[config.mk]
export PLATFORM = sky130hd
export DESIGN_NAME = led_ctrl
export DESIGN_NICKNAME = d
export VERILOG_FILES = /design/src/rtl/led_pkg.sv /design/src/rtl/led_channel.sv /design/src/rtl/led_ctrl.sv
export SDC_FILE = /design/constraint.sdc
export NUM_CORES = 1
export LEC_CHECK = 0
export CAP_MARGIN = 20
export CORE_MARGIN = 4
export CORE_UTILIZATION = 24
export CTS_CLUSTER_DIAMETER = 120
export CTS_CLUSTER_SIZE = 8
export DETAILED_ROUTE_END_ITERATION = 6
export GPL_ROUTABILITY_DRIVEN = 0
export GPL_TIMING_DRIVEN = 0
export PLACE_DENSITY = 0.42
export SKIP_CTS_REPAIR_TIMING = 1
export SLEW_MARGIN = 10
export SYNTH_ARGS = -nofsm -noshare
export SYNTH_HDL_FRONTEND = slang
export SYNTH_SLANG_ARGS = --single-unit
[constraint.sdc]
create_clock -name clk -period 3.67 [get_ports clk]
set_clock_uncertainty 0.1 [all_clocks]
set_input_delay 0.734 -clock clk [delete_from_list [all_inputs] [get_ports clk]]
set_output_delay 0.734 -clock clk [all_outputs]
set_load 0.1 [all_outputs]
[src/rtl/led_pkg.sv]
// Shared types and constants for the LED controller: channel modes and
// breathe direction encodings.
package led_pkg;

  typedef enum logic [1:0] {
    MODE_OFF     = 2'd0,
    MODE_BLINK   = 2'd1,
    MODE_PWM     = 2'd2,
    MODE_BREATHE = 2'd3
  } mode_t;

  localparam logic DIR_UP   = 1'b0;
  localparam logic DIR_DOWN = 1'b1;

endpackage

[src/rtl/led_channel.sv]
// One LED channel: holds mode/duty/level/direction/phase, advances on the
// shared tick, and produces a registered LED bit by comparing against the
// shared PWM counter. A write in the same cycle as a tick takes precedence.
module led_channel
  import led_pkg::*;
#(
  parameter int DUTY_W = 8
) (
  input  logic              clk,
  input  logic              rst_n,
  input  logic              wr,
  input  logic [1:0]        wr_mode,
  input  logic [DUTY_W-1:0] wr_duty,
  input  logic              tick,
  input  logic [DUTY_W-1:0] pwm_cnt,
  output logic              led
);

  localparam logic [DUTY_W-1:0] LEVEL_MAX = '1;

  mode_t             mode, mode_nxt;
  logic [DUTY_W-1:0] duty, duty_nxt;
  logic [DUTY_W-1:0] level, level_nxt;
  logic              dir, dir_nxt;
  logic              phase, phase_nxt;
  logic              led_nxt;

  // Next channel state: a write reloads the channel, otherwise a tick steps
  // the blink phase or the breathe triangle (bouncing at 0 and max).
  always_comb begin
    mode_nxt  = mode;
    duty_nxt  = duty;
    level_nxt = level;
    dir_nxt   = dir;
    phase_nxt = phase;
    if (wr) begin
      mode_nxt  = mode_t'(wr_mode);
      duty_nxt  = wr_duty;
      level_nxt = '0;
      dir_nxt   = DIR_UP;
      phase_nxt = 1'b0;
    end else if (tick) begin
      case (mode)
        MODE_BLINK: phase_nxt = ~phase;
        MODE_BREATHE: begin
          if (dir == DIR_UP) begin
            if (level == LEVEL_MAX) begin
              dir_nxt   = DIR_DOWN;
              level_nxt = level - 1'b1;
            end else begin
              level_nxt = level + 1'b1;
            end
          end else begin
            if (level == '0) begin
              dir_nxt   = DIR_UP;
              level_nxt = level + 1'b1;
            end else begin
              level_nxt = level - 1'b1;
            end
          end
        end
        default: ;
      endcase
    end
  end

  // LED compare for the current mode, registered below.
  always_comb begin
    case (mode)
      MODE_BLINK:   led_nxt = phase;
      MODE_PWM:     led_nxt = (pwm_cnt < duty);
      MODE_BREATHE: led_nxt = (pwm_cnt < level);
      default:      led_nxt = 1'b0;
    endcase
  end

  // Channel state and LED register; reset leaves the channel OFF.
  always_ff @(posedge clk or negedge rst_n) begin
    if (!rst_n) begin
      mode  <= MODE_OFF;
      duty  <= '0;
      level <= '0;
      dir   <= DIR_UP;
      phase <= 1'b0;
      led   <= 1'b0;
    end else begin
      mode  <= mode_nxt;
      duty  <= duty_nxt;
      level <= level_nxt;
      dir   <= dir_nxt;
      phase <= phase_nxt;
      led   <= led_nxt;
    end
  end

endmodule

[src/rtl/led_ctrl.sv]
// Multi-channel LED controller: shared prescaler (tick) and PWM counter,
// config write decode, and one led_channel per output. CH_W may be widened
// beyond the minimum so out-of-range channel indices can be presented.
module led_ctrl
  import led_pkg::*;
#(
  parameter int CHANNELS = 4,
  parameter int WIDTH    = 24,
  parameter int DUTY_W   = 8,
  parameter int CH_W     = (CHANNELS > 1) ? $clog2(CHANNELS) : 1
) (
  input  logic                clk,
  input  logic                rst_n,
  input  logic                cfg_we,
  input  logic [CH_W-1:0]     cfg_ch,
  input  logic [1:0]          cfg_mode,
  input  logic [DUTY_W-1:0]   cfg_duty,
  output logic [CHANNELS-1:0] led,
  output logic                tick
);

  logic              rst_meta;
  logic              rst_sync_n;
  logic [WIDTH-1:0]  presc;
  logic [DUTY_W-1:0] pwm_cnt;
  logic [31:0]       ch_idx;
  logic              ch_ok;
  logic [CHANNELS-1:0] wr_vec;

  // Reset synchroniser: asserts immediately, releases after two clk edges.
  always_ff @(posedge clk or negedge rst_n) begin
    if (!rst_n) begin
      rst_meta   <= 1'b0;
      rst_sync_n <= 1'b0;
    end else begin
      rst_meta   <= 1'b1;
      rst_sync_n <= rst_meta;
    end
  end

  // Free-running prescaler and PWM counter; tick marks the prescaler wrap.
  always_ff @(posedge clk or negedge rst_sync_n) begin
    if (!rst_sync_n) begin
      presc   <= '0;
      pwm_cnt <= '0;
      tick    <= 1'b0;
    end else begin
      presc   <= presc + 1'b1;
      pwm_cnt <= pwm_cnt + 1'b1;
      tick    <= &presc;
    end
  end

  assign ch_idx = 32'(cfg_ch);
  assign ch_ok  = (ch_idx < 32'(CHANNELS));

  for (genvar i = 0; i < CHANNELS; i++) begin : g_ch
    assign wr_vec[i] = cfg_we && ch_ok && (ch_idx == 32'(i));

    led_channel #(
      .DUTY_W(DUTY_W)
    ) u_ch (
      .clk     (clk),
      .rst_n   (rst_sync_n),
      .wr      (wr_vec[i]),
      .wr_mode (cfg_mode),
      .wr_duty (cfg_duty),
      .tick    (tick),
      .pwm_cnt (pwm_cnt),
      .led     (led[i])
    );
  end

endmodule

==> results of run 1 <==
cell type report:
cell class,count,area [µm²],area share
buffer,29,148,0.0168
clock buffer,24,492,0.0560
clock inverter,8,168,0.0191
inverter,74,278,0.0316
multi-input combinational,594,4000,0.456
sequential,119,2980,0.339
tap,396,495,0.0564
timing repair buffer,20,220,0.0251
power groups by stage:
stage / combinational, mW / clock (mW) / sequential [mW]
5_1_grt: 0.429 / 2.00 / 1.46
6_report: 0.376 / 1.90 / 1.45
3_3_place_gp: 0.358 / 0 / 1.49
3_5_place_dp: 0.381 / 0 / 1.47
4_1_cts: 0.384 / 1.95 / 1.45
2_1_floorplan: 0.263 / 0 / 1.47
per-layer routing:
metal / wire (µm) / track usage / share of wire / vias to the layer above
met5: 0 / 0 / 0 / -
met4: 239 / 0.0310 / 0.012 / 0
met3: 425 / 0.0212 / 0.022 / 17
met2: 8800 / 0.189 / 0.46 / 84
met1: 9670 / 0.164 / 0.51 / 2757
li1: - / - / - / 2980
state kept, by name, summed over array words and instances (netlist names):
signal	flops
g_ch.u_ch.duty	32
g_ch.u_ch.level	32
presc	24
g_ch.u_ch.mode	8
pwm_cnt	8
g_ch.u_ch.dir	4
g_ch.u_ch.led	4
g_ch.u_ch.phase	4
rst_meta	1
rst_sync_n	1
tick	1
synth_stat cells (5+ instances only):
cell type | instances | area (µm²)
o21a_1 | 11 | 82.6
o21ai_0 | 69 | 345
xnor2_1 | 30 | 263
and3_1 | 22 | 138
and4_1 | 5 | 43.8
a211oi_1 | 17 | 128
ha_1 | 70 | 876
a2111oi_0 | 8 | 70.1
dfrtp_1 | 119 | 2980
nand3_1 | 44 | 220
nand2_1 | 114 | 428
inv_1 | 74 | 278
a21oi_1 | 36 | 180
clkbuf_1 | 21 | 78.8
nand2b_1 | 9 | 56.3
nand4_1 | 14 | 87.6
nor3_1 | 22 | 110
nor3b_1 | 7 | 52.6
xor2_1 | 6 | 52.6
nor2_1 | 20 | 75.1
nor4_1 | 8 | 50.1
mux2i_1 | 7 | 70.1
stage by stage:
| stage | hold WS, ps | setup WS, ps | area [µm²] | setup TNS, ps | util |
|---|---|---|---|---|---|
| finish | 248 | 690 | 8790 | 0 | 0.288 |
| floorplan | 231 | 9.29 | 7410 | 0 | - |
| detailed placement | 237 | 760 | 8130 | 0 | 0.266 |
| global route | 251 | 638 | 8790 | 0 | 0.288 |
| global placement | 235 | -2060 | 8080 | -239610 | 0.265 |
| CTS | 250 | 638 | 8790 | 0 | 0.288 |
logic make-up (layout without fill, tap and decap cells):
logic type / after synthesis / in the layout / synth area share
other cells: 1 / 1 / 0.000506
xor+xnor: 36 / 36 / 0.0426
flops: 119 / 119 / 0.402
mux: 7 / 7 / 0.00946
buf+inv: 103 / 155 / 0.0574
compound gates: 188 / 188 / 0.166
fa+ha+maj: 70 / 70 / 0.118
simple gates: 292 / 292 / 0.204
path summary, 6_finish.rpt:
kind	from	endpoint	slack, ps
min in group asynchronous	rst_sync_n	presc[6]	280
min reg2reg	rst_meta	rst_sync_n	250
max	tick	tick	690
max reg2reg	tick	g_ch[0].u_ch.level[7]	1340
max in group asynchronous	rst_sync_n	g_ch[0].u_ch.duty[4]	2280
min	rst_meta	rst_sync_n	250
==> flow_summary.toml, run 1 <==
[outcome]
status = "finished clean"

[routing]
drt_iter0_drc = 327
firstDrtPassIters = 4
routed_via_density = 4.62
ant_nets = 0
drc = 0
vias = 5838
routed_wl_mm = 19.1
wl_per_cell_um = 15.1

[global_routing]
track_usage = 0.118
grt_pass1_vias = 5850
grt_overflow_total = 0
grt_antenna_before_repair = 0
grt_pass1_wl_mm = 31.8
grt_max_degree = 48

[die]
rows = 64
io_pins = 20
die_h_um = 184
start_util = 0.243
fp.coreArea_um2 = 30500
die_x_um = 184
dieArea_um2 = 33700

[run]
cap_violations = 0

[finish]
fill_cells = 3200
fin_cells = 1264
final_cell_mix = "118 x dfrtp_1, 114 x nand2_1, 74 x inv_1, 70 x ha_1, 69 x o21ai_0"
area_delta_synth_final_pct = 18.6
nets = 940
final_layout_size_suffix_gt1_frac = 0.0749
final_common_cell = "dfrtp_1"
n_antenna_cell = 0

[worst_setup_path]
path_cells = "clkdlybuf4s50_1"
cp_top_family = "buffers and inverters"
r2r_cells = 6
criticalPathCategory = "flop to output pin"
end_kind = "output pin"
cp-start-kind = "flop"
required_ps = 2840
cp_slowest_cell = "clkdlybuf4s50_1"
crit_cells = 1
crit_buf_inv = 1
slowest_delay_ps = 1200
arrival_ps = 2150
cp_max_fo = 4

[power]
clockPowerShare = 0.510
p_total_mw = 3.72
p_per_area_nw_per_um2 = 423
p_switching_mw = 0.908
p_int_mw = 2.81
pwr-share-comb = 0.101
swShare = 0.244
seq_power_share = 0.389
ir_worst_vdd_mv = 0.324
leakagePower_nw = 3.76

[synth]
seq_area_frac_synth = 0.402
synth.net_count = 901
synth_cell_types = 63
ys_ff_latch = 119
synth_warnings = 0
syn_area_per_cell_um2 = 9.08
syn_area_um2 = 7410
synthArstFlopShare = 1.00
synth_edf_count = 0
synth_ff_type = "dfrtp_1"
syn_inst = 816

[worst_hold_path]
hold_depth = 0
hold_path_class = "flop to flop"

[clocking]
clk_pin_slew_ps = 50
cts_max_level = 4
cts_root_buf = "clkbuf_16"
cts_sinks = 119
cts_tree = "yes"
cts.path.max_buffers = 2
cts-buffers-inserted = 17
worstSkewPairLatency_ps = 420

[sta]
worst_pin_slew_ps = 964
period_needed_ps = 2980
maxSlewHeadroom = 0.356
post-route-period-util = 0.812
finalHoldViolCount = 0
finalSetupViolCount = 0
max_freq_ghz = 0.336
rsz0062_at_grt = "false"
maxSlewViolCount = 0

[place]
place_hpwl_mm = 13.5
dp.cells = 1232
io_buffers = 18
No activity file was read; power rests on OpenSTA's default activity.
==> inputs of run 2 (changes only) <==
PLACE_DENSITY = 0.41   (was 0.42)
clock period = 2.82 ns   (was 3.67 ns; I/O delays follow)
==> run 2 against run 1 <==
Clock power increased by 24%. Clock-buffer cell count shrank 5. Register-to-register slack lost 940 ps. Die area stayed put. Critical endpoint is now led[1]. Highest routed layer unchanged.
==> flow_summary.toml, run 2 (synthesis gave the netlist of run 1 again) <==
[run]
cap_violations = 0

[worst_setup_path]
cp_slowest_cell = "clkdlybuf4s50_1"
cp-start-kind = "flop"
slowest_delay_ps = 1130
required_ps = 2160
path_cells = "buf_4 > clkdlybuf4s50_1"
criticalPathCategory = "flop to output pin"
end_kind = "output pin"
cp_max_fo = 1
arrival_ps = 1950

[finish]
area_delta_synth_final_pct = 18.5
final_layout_size_suffix_gt1_frac = 0.0783
reg_top3 = "g_ch.u_ch.duty: 32 flops, g_ch.u_ch.level: 32 flops, presc: 24 flops"
n_antenna_cell = 0
final_common_cell = "dfrtp_1"
multiInputGateArea_um2 = 4000
fill_cells = 3228
fin_util = 0.288
final_cell_mix = "118 x dfrtp_1, 114 x nand2_1, 74 x inv_1, 70 x ha_1, 69 x o21ai_0"
seqCellArea_um2 = 2980
nets = 940

[worst_hold_path]
hold_path_class = "primary input to asynchronous set/reset pin"

[global_routing]
track_usage = 0.119
grt_overflow_total = 0
grt_pass1_wl_mm = 32.1
grt_antenna_before_repair = 0
grt_pass1_vias = 5847
grt_max_degree = 42

[die]
io_pins = 20
dieArea_um2 = 33700
die_x_um = 184
die_h_um = 184
rows = 64
start_util = 0.243
fp.coreArea_um2 = 30500

[clocking]
clk_pin_slew_ps = 60
cts_root_buf = "clkbuf_16"
cts_tree = "yes"
cts_sinks = 119
cts-buffers-inserted = 17
worstSkewPairLatency_ps = 420
cts_max_level = 4
cts.path.max_buffers = 2

[sta]
maxSlewViolCount = 0
rsz0062_at_grt = "false"
finalHoldViolCount = 0
maxSlewHeadroom = 0.345
post-route-period-util = 0.927
setup_ws_ps = 205
finalSetupViolCount = 0
worst_pin_slew_ps = 979
period_needed_ps = 2620
max_freq_ghz = 0.382

[routing]
wl_per_cell_um = 15.5
vias = 5918
drc = 0
routed_via_density = 4.68
drt_iter0_drc = 315
ant_nets = 0
routed_wl_mm = 19.6
firstDrtPassIters = 4

[power]
p_total_mw = 4.74
ir_worst_vdd_mv = 0.373
leakagePower_nw = 3.77
p_per_area_nw_per_um2 = 540

[place]
post-place-ws_ps = 41.9
place_hpwl_mm = 13.5
io_buffers = 18

[outcome]
status = "finished clean"
## run 2: path summary, 6_finish.rpt
kind,from,cells after the start,slack [ps],endpoint
min reg2reg,rst_sync_n,0,230,g_ch[3].u_ch.level[2]
min in group clk,rst_meta,0,250,rst_sync_n
max reg2reg,tick,7,400,g_ch[3].u_ch.level[7]
max in group asynchronous,rst_sync_n,1,1760,g_ch[0].u_ch.duty[0]
max,g_ch[1].u_ch.led,2,200,led[1]
min,rst_n,1,210,rst_sync_n
## run 2: critical path, delay by kind of cell (launching register included)
family | cells | cell delay, ps
DFF | 1 | 320
buffers and inverters | 2 | 1220
## run 2: routing by layer
layer,share of wire,global-route usage
met1,0.51,0.168
met4,0.0099,0.0301
met2,0.46,0.189
met5,0,0
met3,0.026,0.0235
## run 2: through the flow
step                setup TNS [ps]  cells  hold slack, ps  instance area (µm²)
floorplan                        0    816             168                 7410
global placement            -42400   1230             235                 8080
detailed placement               0   1232             237                 8140
CTS                          -58.3   1264             182                 8770
global route                     0   1264             199                 8770
finish                           0   1264             210                 8770
## run 2: final cells by class
type,instances,share of cell area
plain buffers,29,0.0168
clock buffers,19,0.0516
clock inverters,13,0.0202
inverters,74,0.0317
multi-input cells,594,0.456
flip-flops and latches,119,0.340
well taps,396,0.0565
repair buffers,20,0.0271
## run 2: power by group
group          total [mW]  switching [mW]  internal [mW]
combinational       0.497           0.316          0.181
clock                2.36           0.842           1.52
sequential           1.88          0.0618           1.82
==> RTL edit: new RTL, config.mk and constraints of run 2 <==
`DUTY_W` is set to 8 in 2 places; all go to 7.
--- a/src/rtl/led_channel.sv
+++ b/src/rtl/led_channel.sv
@@ -4,7 +4,7 @@
 module led_channel
   import led_pkg::*;
 #(
-  parameter int DUTY_W = 8
+  parameter int DUTY_W = 7
 ) (
   input  logic              clk,
   input  logic              rst_n,
--- a/src/rtl/led_ctrl.sv
+++ b/src/rtl/led_ctrl.sv
@@ -6,7 +6,7 @@
 #(
   parameter int CHANNELS = 4,
   parameter int WIDTH    = 24,
-  parameter int DUTY_W   = 8,
+  parameter int DUTY_W   = 7,
   parameter int CH_W     = (CHANNELS > 1) ? $clog2(CHANNELS) : 1
 ) (
   input  logic                clk,
Ports: changed (resized cfg_duty); port bits go from 20 to 19. No check against the original RTL was run, so the function may have changed too.
==> RTL edit against run 2 <==
Count of clock-buffer cells in the layout is 7 lower. Design area is 17% lower. Wire length is 19% lower. First-iteration DRC count is 15% lower. Sequential cell count is 9 lower. Largest cell class unchanged. Sequential share of layout area is 3.8 points higher. Total power is 29% lower. Global-route usage is 0.60 points lower. Setup slack worse by 0.032 ns. Register-to-register slack worse by 0.19 ns. Largest power group is now sequential cells. Area after synthesis is 14% lower.
==> RTL edit: results (changes against run 2) <==
Parameter                              Value

Hold path
  Worst hold-check path type ... reg2async

Worst setup path
  Source of the critical timing path ... tick$_DFF_PN0_
  R2R setup slack ... 0.21 ns (-0.19 ns)
  Largest fanout on the critical path ... 4 (+3)
  Data arrival time at the worst-slack endpoint ... 1.98 ns (+0.03 ns)
  Largest stage delay, worst path ... 1.19 ns (+0.06 ns)
  Worst r2r dst ... g_ch[0].u_ch.level[5]$_DFFE_PN0P_

Layout
  Non-Clock Buffer Count ... 46 (-6.1%)
  Multi-input combinational cell area ... 0.003309 mm² (-17%)
  Area occupied by registers ... 0.002756 mm² (-7.6%)
  Non-clock buffer contribution to total cell area ... 0.04662 (+0.002705)
  Clock buffers and inverters, area share ... 0.03565 (-0.03621)
  Layout filler cell count ... 2837 (-12%)
  Post-layout instance count excluding filler cells ... 1073 (-15%)
  Share of layout cells above drive strength 1 ... 0.05285 (-0.02550)

Route
  DRC marker count from the first detailed-route iteration ... 269 (-15%)
  Detailed-route vias per instance ... 4.615 (-1.4%)
  Detailed-route wire length on metal 1 ... 8.050 mm (-19%)
  Sum of met2 wire segment lengths after detailed routing ... 7.291 mm (-19%)
  Sum of routed wire length over all layers ... 15.89 mm (-19%)

Synthesis
  Average footprint of a synthesized cell ... 9.090 µm² (+0.14%)
  Synth area leaders ... dfrtp_1 43%, ha_1 11%, nand2_1 6.2%
  Synthesized Nets ... 774 (-14%)
  Seq/Total Area, Yosys ... 0.4314 (+0.02935)

Global route
  Maximum number of pins on one net before global-route repair ... 48 (+14%)
  Global-route usage over all layers ... 0.1134 (-0.006007)
  Met3 usage ... 0.02126 (-0.002289)
  Fraction of met2 tracks used by global routing ... 0.1850 (-0.003888)
  Global-route wire length before repair ... 26.43 mm (-18%)

Placed design
  Worst slack, placed ... 0.04194 ns (+0.00008000 ns)
  Cell area reported after detailed placement ... 0.007037 mm² (-14%)
  HPWL after detailed placement ... 11.25 mm (-17%)

Status
  Status ... completed

Clocking
  Source-to-sink clock delay at the later pin of the worst-skew pair ... 0.35 ns (-0.07 ns)

Floorplanning
  Die area ... 0.02926 mm² (-13%)

Power
  Areal power density over the cells ... 461.8 mW/mm² (-14%)
  Static power due to leakage ... 3.132 nW (-17%)
  VDD IR-drop max ... 0.0002572 V (-31%)

STA
  Post-layout worst setup margin ... 0.1725 ns (-0.03226 ns)
==> RTL edit: cell types whose count changed in the layout (fill, tap and decap cells not counted), sizes merged, moves of 8 or more <==
cell	change
o21ai	-26
inv	-17
ha	-12
nor2	+12
nand2	-10
and3	-9
dfrtp	-9
nor3	-8
o21a	-8
==> RTL edit: power breakdown <==
group	internal [mW]	switching (mW)	leakage, nW
logic	0.157	0.260	1.55
clock network	0.601	0.614	0.130
registers	1.67	0.0649	1.45
==> RTL edit: cells by family (layout without fill, tap and decap cells) <==
family | count (synthesis) | after routing | share of synthesized area
other | 1 | 1 | 0.0005877
and+or+nand+nor | 266 | 266 | 0.2018
buffers and inverters | 83 | 119 | 0.05118
adders and majority gates | 58 | 58 | 0.1137
AOI/OAI and AO/OA | 139 | 139 | 0.1361
DFF | 110 | 110 | 0.4314
xor gates and xnor gates | 34 | 34 | 0.04667
muxes | 11 | 11 | 0.01863
